--- config.mk ---
export PLATFORM = sky130hd
export DESIGN_NAME = trace_filter_ctrl
export DESIGN_NICKNAME = d
export VERILOG_FILES = /design/src/rtl/trace_filter_ctrl.sv
export SDC_FILE = /design/constraint.sdc
export NUM_CORES = 1
export LEC_CHECK = 0
export CORE_MARGIN = 8
export CORE_UTILIZATION = 28
export DETAILED_ROUTE_END_ITERATION = 6
export PLACE_DENSITY = 0.55
export SLEW_MARGIN = 20
export SYNTH_ARGS = -nofsm -noshare
export SYNTH_HDL_FRONTEND = slang
export SYNTH_SLANG_ARGS = --single-unit
--- constraint.sdc ---
create_clock -name clk -period 6.9 [get_ports clk]
set_input_delay 1.725 -clock clk [delete_from_list [all_inputs] [get_ports clk]]
set_output_delay 1.725 -clock clk [all_outputs]
set_load 0.02 [all_outputs]
--- src/rtl/trace_filter_ctrl.sv ---
// Trace filter sequencer: start/stop-PC trigger FSM, drop/bypass gating and a
// one-deep valid/ready output register. Optional TRACE_CTRL_TIMESTAMP_EN adds trace_ts.
module trace_filter_ctrl #(
  parameter int PC_W  = 64,
  parameter int CNT_W = 32
) (
  input  logic             clk,
  input  logic             rst,
  input  logic             cfg_wr_en,
  input  logic [1:0]       cfg_addr,
  input  logic [PC_W-1:0]  cfg_wdata,
  input  logic [PC_W-1:0]  pc_in,
  input  logic [31:0]      instr_in,
  input  logic             instr_valid,
  output logic [31:0]      filter_instr,
  input  logic             filter_drop,
  output logic [PC_W-1:0]  trace_pc,
  output logic [31:0]      trace_instr,
  output logic             trace_valid,
  input  logic             trace_ready,
  output logic [1:0]       state,
  output logic [CNT_W-1:0] kept_count,
  output logic [CNT_W-1:0] drop_count,
  output logic [CNT_W-1:0] ovf_count,
  output logic             ovf_sticky
`ifdef TRACE_CTRL_TIMESTAMP_EN
  ,
  output logic [63:0]      trace_ts
`endif
);

  typedef enum logic [1:0] {S_IDLE = 2'd0, S_ARMED = 2'd1, S_ACTIVE = 2'd2, S_DONE = 2'd3} state_t;

  state_t           r_state;
  logic [PC_W-1:0]  r_start, r_stop, r_pc;
  logic [31:0]      r_instr;
  logic             r_bypass, r_valid, r_sticky;
  logic [CNT_W-1:0] r_kept, r_drop, r_ovf;

  logic w_ctrl_wr, w_arm, w_disarm, w_clear;
  logic w_start_hit, w_stop_hit, w_in_window, w_eligible, w_dropped;
  logic w_slot_free, w_load, w_ovf;
  logic w_unused;

  function automatic logic [CNT_W-1:0] sat_inc(input logic [CNT_W-1:0] v);
    return (&v) ? v : v + 1'b1;
  endfunction

  assign filter_instr = instr_in;

  assign w_ctrl_wr = cfg_wr_en && (cfg_addr == 2'd0);
  assign w_arm     = w_ctrl_wr &&  cfg_wdata[0];
  assign w_disarm  = w_ctrl_wr && !cfg_wdata[0];
  assign w_clear   = w_ctrl_wr &&  cfg_wdata[1];
  assign w_unused  = &{1'b0, cfg_wdata[PC_W-1:3]};

  // A disarm write in the same cycle suppresses any trigger and eligibility.
  assign w_start_hit = (r_state == S_ARMED)  && instr_valid && (pc_in == r_start) && !w_disarm;
  assign w_stop_hit  = (r_state == S_ACTIVE) && instr_valid && (pc_in == r_stop)  && !w_disarm;
  assign w_in_window = instr_valid && !w_disarm && ((r_state == S_ACTIVE) || w_start_hit);
  assign w_eligible  = w_in_window && (r_bypass || !filter_drop);
  assign w_dropped   = w_in_window && !r_bypass && filter_drop;

  assign w_slot_free = !r_valid || trace_ready;
  assign w_load      = w_eligible &&  w_slot_free;
  assign w_ovf       = w_eligible && !w_slot_free;

  always_ff @(posedge clk) begin
    if (rst) begin
      r_state <= S_IDLE;
    end else if (w_disarm) begin
      r_state <= S_IDLE;
    end else begin
      case (r_state)
        S_IDLE:   if (w_arm) r_state <= S_ARMED;
        S_ARMED:  if (w_start_hit) r_state <= (r_start == r_stop) ? S_DONE : S_ACTIVE;
        S_ACTIVE: if (w_stop_hit) r_state <= S_DONE;
        S_DONE:   if (w_arm) r_state <= S_ARMED;
        default:  r_state <= S_IDLE;
      endcase
    end
  end

  always_ff @(posedge clk) begin
    if (rst) begin
      r_start  <= '0;
      r_stop   <= '0;
      r_bypass <= 1'b0;
    end else if (cfg_wr_en) begin
      case (cfg_addr)
        2'd0:    r_bypass <= cfg_wdata[2];
        2'd1:    r_start  <= cfg_wdata;
        2'd2:    r_stop   <= cfg_wdata;
        default: ;
      endcase
    end
  end

  always_ff @(posedge clk) begin
    if (rst) begin
      r_valid <= 1'b0;
      r_pc    <= '0;
      r_instr <= '0;
    end else if (w_load) begin
      r_valid <= 1'b1;
      r_pc    <= pc_in;
      r_instr <= instr_in;
    end else if (trace_ready) begin
      r_valid <= 1'b0;
    end
  end

  // Clear takes precedence over any increment sampled on the same edge.
  always_ff @(posedge clk) begin
    if (rst || w_clear) begin
      r_kept   <= '0;
      r_drop   <= '0;
      r_ovf    <= '0;
      r_sticky <= 1'b0;
    end else begin
      if (w_load)    r_kept <= sat_inc(r_kept);
      if (w_dropped) r_drop <= sat_inc(r_drop);
      if (w_ovf) begin
        r_ovf    <= sat_inc(r_ovf);
        r_sticky <= 1'b1;
      end
    end
  end

`ifdef TRACE_CTRL_TIMESTAMP_EN
  logic [63:0] r_ts_cnt, r_ts;

  always_ff @(posedge clk) begin
    if (rst || (cfg_wr_en && cfg_addr == 2'd3)) r_ts_cnt <= '0;
    else                                        r_ts_cnt <= r_ts_cnt + 64'd1;
  end

  always_ff @(posedge clk) begin
    if (rst)         r_ts <= '0;
    else if (w_load) r_ts <= r_ts_cnt;
  end

  assign trace_ts = r_ts;
`endif

  assign state       = r_state;
  assign trace_pc    = r_pc;
  assign trace_instr = r_instr;
  assign trace_valid = r_valid;
  assign kept_count  = r_kept;
  assign drop_count  = r_drop;
  assign ovf_count   = r_ovf;
  assign ovf_sticky  = r_sticky;

endmodule

==> results of run 1 <==
==> worst max path at each step <==
stage / from / endpoint / slack, ns / cells after the start
after detailed placement: cfg_wr_en / trace_pc[27] / 1.07 / 10
final: cfg_wr_en / trace_pc[33] / 1.71 / 10
after global routing: cfg_wr_en / trace_pc[13] / 1.46 / 10
after floorplan: cfg_wr_en / drop_count[20] / 3.05 / 10
after CTS: cfg_wr_en / trace_pc[27] / 1.69 / 10
after global placement: cfg_wr_en / trace_pc[36] / 1.19 / 10
==> stage by stage <==
step | instances | instance area, sq um
2_1_floorplan | 1913 | 15060
4_1_cts | 2958 | 20730
5_1_grt | 2959 | 20740
3_5_place_dp | 2881 | 19370
6_report | 2962 | 20750
3_3_place_gp | 2881 | 19370
==> worst max-delay path, delay by kind of cell <==
family	cells	cell delay, ns
AO/OA/AOI/OAI	3	1.20
buffers and inverters	2	1.01
AND/OR/NAND/NOR	5	1.68
==> logic make-up after synthesis <==
family                     after synthesis  synth area share (%)
xor gates and xnor gates               188                 10.93
muxes                                    2                0.1329
and+or+nand+nor                        826                 25.57
DFF                                    325                 43.19
AOI/OAI and AO/OA                      395                 14.41
adders and majority gates                6                0.4983
buffers and inverters                  171                 5.266
==> cell usage after synthesis, drive strengths merged (2+ instances only) <==
| master | count |
|---|---|
| dfxtp | 325 |
| o21a | 3 |
| xnor2 | 134 |
| or3 | 45 |
| o31ai | 10 |
| o21ai | 46 |
| nand3b | 3 |
| o211ai | 16 |
| a22oi | 3 |
| ha | 6 |
| a22o | 4 |
| nor4 | 33 |
| and3 | 26 |
| o31a | 2 |
| nand2b | 10 |
| or4 | 27 |
| a21oi | 284 |
| xor2 | 54 |
| a31oi | 4 |
| buf | 58 |
| nor3b | 2 |
| clkbuf | 78 |
| a21o | 3 |
| o2111ai | 2 |
| nand2 | 518 |
| and2 | 6 |
| nand3 | 40 |
| mux2i | 2 |
| o311ai | 2 |
| nor2 | 32 |
| nor3 | 6 |
| and4 | 10 |
| o22ai | 7 |
| nand4 | 62 |
| inv | 35 |
| and3b | 2 |
==> registers in the layout, indices dropped and copies added, names as in the netlist <==
name         count
trace_valid      1
trace_pc        64
kept_count      32
trace_instr     32
r_stop          64
state            2
ovf_sticky       1
r_start         64
r_bypass         1
ovf_count       32
drop_count      32
==> cell type report <==
| type | instances | area share (%) |
|---|---|---|
| antenna | 4 | 0.04825 |
| clock buffer | 59 | 5.765 |
| clock inverter | 18 | 0.8262 |
| inverter | 35 | 0.6332 |
| multi-input combinational | 1417 | 37.56 |
| sequential | 325 | 31.36 |
| tap | 696 | 4.197 |
| timing repair buffer | 408 | 19.61 |
==> cells in the final DEF (no fill, tap or decap), types with 16 or more instances in the layout <==
master,instances
nand4_1,62
nand3_1,39
o21ai_0,45
xnor2_1,134
o211ai_1,16
inv_1,34
clkdlybuf4s50_1,394
or3_1,43
dfxtp_1,325
a21oi_1,283
nor4_1,31
and3_1,24
or4_1,27
clkbuf_16,43
xor2_1,54
nand2_1,518
nor2_1,32
==> metal layers <==
| metal | GRT usage [%] | share of wire (%) | vias to the layer above |
|---|---|---|---|
| met5 | 0 | 0.10 | - |
| met4 | 6.722 | 3.1 | 10 |
| met3 | 4.702 | 8.3 | 100 |
| met2 | 31.57 | 48 | 510 |
| met1 | 22.84 | 40 | 7042 |
| li1 | - | - | 7176 |
==> where the power goes <==
part | leakage, nW | internal, mW | switching (mW)
Sequential | 2.63 | 1.94 | 0.0485
Combinational | 3.46 | 0.275 | 0.378
Clock | 0.675 | 1.29 | 0.881
==> metrics.txt, run 1 <==
dpl ws 1.070 ns; HP Start trace_instr[21]; critical path data required time 7.40 ns; GPL Wtd Cong 0.9332; layout cells sized above 1 4.509%; leakage power 6.762 nW; Routed WL 60.63 mm; critical path cell sequence clkdlybuf4s50_1 -> or3b_2 -> o21ai_2 -> nor4_1 -> nand4_1 -> o21ba_2 -> or3_4 -> buf_4 -> nand2_1 -> a21oi_1; reg-to-reg endpoint ovf_count[13]; die area 61480 sq um; total track usage 18.70%; WS Path Type primary input to register; Synth top area share 43.19%; synth top area cells dfxtp_1 (43%), nand2_1 (13%), a21oi_1 (9.4%); dominant synthesized flop cell dfxtp_1; floorplan row count 85; CTS Buffer Depth 3; CP Max Fanout 67; TNS Setup 0 ns; fraction of registers with async set/reset 0%; Root Driver clkbuf_16; worst hold stages 2; setup repair bufs after CTS 0; 1st-pass router iterations 5; post-route ant nets 0; sequential fraction of the synthesis area 43.19%; Mapped Nets 2087; hpwl dp 44.88 mm; Synth area leader dfxtp_1; Power, Total 4.813 mW; PwrDens 232.0 nW/um^2; Hold Crit Endpoint trace_instr[21]; fin crit share 75.23%; Hold-fix buffers, CTS 0; Post-synth EDFFs 0; Synth cell types 61; Worst Path Arrival 5.69 ns; CTS H-Tree Depth 2; Core Util, Final 38.78%; Sequential cell area 6506 sq um; vias per std cell 5.009; Final WS setup 1.709 ns; Max Cap Violations 0; routed via count 14840; clock slew seen by the registers of the worst setup and hold paths 0.06 ns; drt wl/cell 20.47 um; area of the multi-input gates 7792 sq um; fillers 5485; fmax 192.7 MHz; 1st-iter DRT viols 1301; area delta synth->final 37.72%; Initial Util 28.16%; clock latency on the worst-skew pair 0.58 ns; RSZ-0062 raised after global routing no; number of top-level pins 396; Num CTS Buffers 42; worst hold slack 0.4514 ns; flops & latches, synth 325; initial antenna violation count 10; core area 53500 sq um; Net count, final 2403; Resized cells post-CTS 0; RR Startpoint r_start[24]; GR Overflow Total 0; Final Hold Viols 0; largest net degree at the start of global routing 123; worst hold path class register to register; CP Capture Type register; worst stage delay on the critical path 0.67 ns; first-pass GRT wire length 88.20 mm; Synth Cell Area 15060 sq um; Synthesis Warnings 0; Avg Inst Size Synth 7.875 sq um; Slew @ Worst Pin 1.084 ns; worst clock skew 0.03553 ns; final slew viol count 0; CP max stage cell or3_4; endpoints failing setup 0; CTS Sinks 325; Rel. slew slack 27.71%; Post-Syn Instances 1913; VDD IR-drop max 0.1521 mV; Die Height 248.0 um; CTS tree built; die width 248.0 um; input/output buffers 395; Remaining DRCs 0; Register-to-Register Path Depth 8; status finished, final reports clean; minimum clock period 5.191 ns; FF-to-FF setup slack 3.37 ns; Worst Setup Start Kind primary input; vias in the first global route 14080
(Power assumes the default switching activity.)
==> inputs of run 2 (changes only) <==
clock period = 5.35 ns   (was 6.9 ns; I/O delays follow)
==> run 2 against run 1 <==
Effect of this change:
- register-to-register slack lost 1.6 ns
- global-route usage grew 0.27 points
- final cell count grew 0.14%
- critical path type unchanged
- via count grew 0.75%
- final area shrank 0.14%
- combinational power grew 30%
- flip-flop and latch count is the same
- sequential share of layout area is essentially flat
- clock skew shrank 0.013 ns
- clock power grew 19%
==> metrics.txt, run 2 (synthesized netlist as in run 1, its figures left out) <==
status finished, final reports clean; endpoints failing setup 0 (unchanged); Num CTS Buffers 41 (-2.4%); RSZ-0062 raised after global routing no; die area 61480 sq um (unchanged); GR Overflow Total 0 (unchanged); 1st-pass router iterations 5 (unchanged); GPL Wtd Cong 0.9046 (-3.1%); fin crit share 84.32%; Final WS setup 0.8388 ns (-0.8704 ns); TNS Setup 0 ns (unchanged); Hold-fix buffers, CTS 0 (unchanged); CTS tree built; fmax 221.7 MHz; input/output buffers 395 (unchanged); Final Hold Viols 0 (unchanged); Power, Total 5.991 mW (+24%); sequential fraction of design power 42.8% (+1.5 points); CP Capture Type register; CTS Buffer Depth 3 (unchanged); switching power 1.649 mW (+26%); worst clock skew 0.02296 ns (-0.01257 ns); clock latency on the worst-skew pair 0.57 ns (about the same); Net count, final 2418 (+0.62%); dpl ws 0.3995 ns (-0.6703 ns); PwrDens 289.2 nW/um^2 (+25%); Worst Path Arrival 4.91 ns (-0.78 ns); critical path data required time 5.75 ns (-1.65 ns); VDD IR-drop max 0.2001 mV (+32%); die width 248.0 um (unchanged); drt wl/cell 20.72 um (+1.2%); CP Max Fanout 89 (+33%); Initial Util 28.16% (unchanged); Remaining DRCs 0 (unchanged); leakage power 6.757 nW (about the same); floorplan row count 85 (unchanged); hpwl dp 45.87 mm (+2.2%); area delta synth->final 37.53%; leading cell type in the layout, fill and taps excluded nand2_1; Switching Share 27.52% (+0.35 points); Resized cells post-CTS 0 (unchanged); Worst Setup Start Kind primary input; Die Height 248.0 um (unchanged); worst hold path class register to register; Routed WL 61.46 mm (+1.4%); core area 53500 sq um (unchanged); Slew @ Worst Pin 1.088 ns (+0.003824 ns); most frequent cells in the layout nand2_1 (518), clkdlybuf4s50_1 (394), dfxtp_1 (325); 1st-iter DRT viols 960 (-26%); fillers 5492 (+0.13%); layout cells sized above 1 4.632% (+0.12 points); vias in the first global route 14410 (+2.3%); total track usage 18.96% (+0.27 points); Comb pwr share 14.2% (+0.6 points); setup repair bufs after CTS 0 (unchanged); Root Driver clkbuf_16; minimum clock period 4.511 ns; Clk pwr share 43.0% (-2.2 points); clock slew seen by the registers of the worst setup and hold paths 0.06 ns (about the same); post-route ant nets 0 (unchanged); Rel. slew slack 27.45% (-0.25 points); Max Cap Violations 0 (unchanged); CTS H-Tree Depth 2 (unchanged); routed via count 14950 (+0.75%); area of the multi-input gates 7792 sq um (unchanged); design internal power 4.343 mW (+24%); vias per std cell 5.040 (+0.61%); Sequential cell area 6506 sq um (unchanged); number of top-level pins 396 (unchanged); largest net degree at the start of global routing 109 (-11%); final slew viol count 0 (unchanged); initial antenna violation count 7 (-3); CTS Sinks 325 (unchanged); first-pass GRT wire length 89.77 mm (+1.8%); worst hold slack 0.4503 ns (-0.001187 ns); WS Path Type primary input to register
==> run 2: cell types whose count changed in the layout (fill, tap and decap cells not counted), sizes merged <==
cell	before	now
buf	14	30
bufinv	2	0
clkbuf	59	58
clkinv	12	4
clkinvlp	2	1
diode	4	3
inv	37	38
==> run 2: final timing paths <==
path,to,slack (ns),depth (start not counted),startpoint
setup / recovery,trace_pc[51],0.84,10,pc_in[44]
hold / removal,trace_pc[50],0.45,2,trace_pc[50]
setup reg to reg,trace_pc[51],1.80,9,r_start[44]
hold reg to reg,trace_pc[50],0.45,2,trace_pc[50]
==> run 2: per-stage QoR <==
step	util [%]	cell area (sq um)	std cells
2_1_floorplan	-	15060	1913
3_3_place_gp	36.45	19500	2897
3_5_place_dp	36.45	19500	2897
4_1_cts	38.71	20710	2963
5_1_grt	38.72	20710	2964
6_report	38.73	20720	2966
==> run 2: metal layers <==
layer	wire length, um	vias up	global-route usage (%)
met5	44	-	0
met4	1312	6	5.294
met3	4860	91	4.627
met2	30560	523	33.10
met1	24680	7153	22.96
li1	-	7176	-
==> run 2: area by class of cell <==
cell class	count	area share [%]
multi-input cells	1417	37.61
flip-flops and latches	325	31.40
well taps	696	4.203
inverters	35	0.6341
diodes	3	0.03623
clock buffers	58	5.502
clock inverters	8	0.3321
repair buffers	424	20.28
==> run 2: worst max-delay path: stages <==
cell and delay (ns):
clkdlybuf4s50_1 0.49, xnor2_1 0.51, nand4_1 0.26, nor4_1 0.41, nand4_1 0.25, o21ba_2 0.40, or3_4 0.57, buf_12 0.25
nand2_1 0.18, a21oi_1 0.07
==> run 2: power by group through the flow <==
stage	logic, mW	registers, mW	clock network (mW)
6_report	0.852	2.56	2.58
5_1_grt	0.909	2.57	2.76
4_1_cts	0.860	2.56	2.65
3_5_place_dp	0.855	2.61	0
3_3_place_gp	0.848	2.61	0
2_1_floorplan	0.354	2.66	0
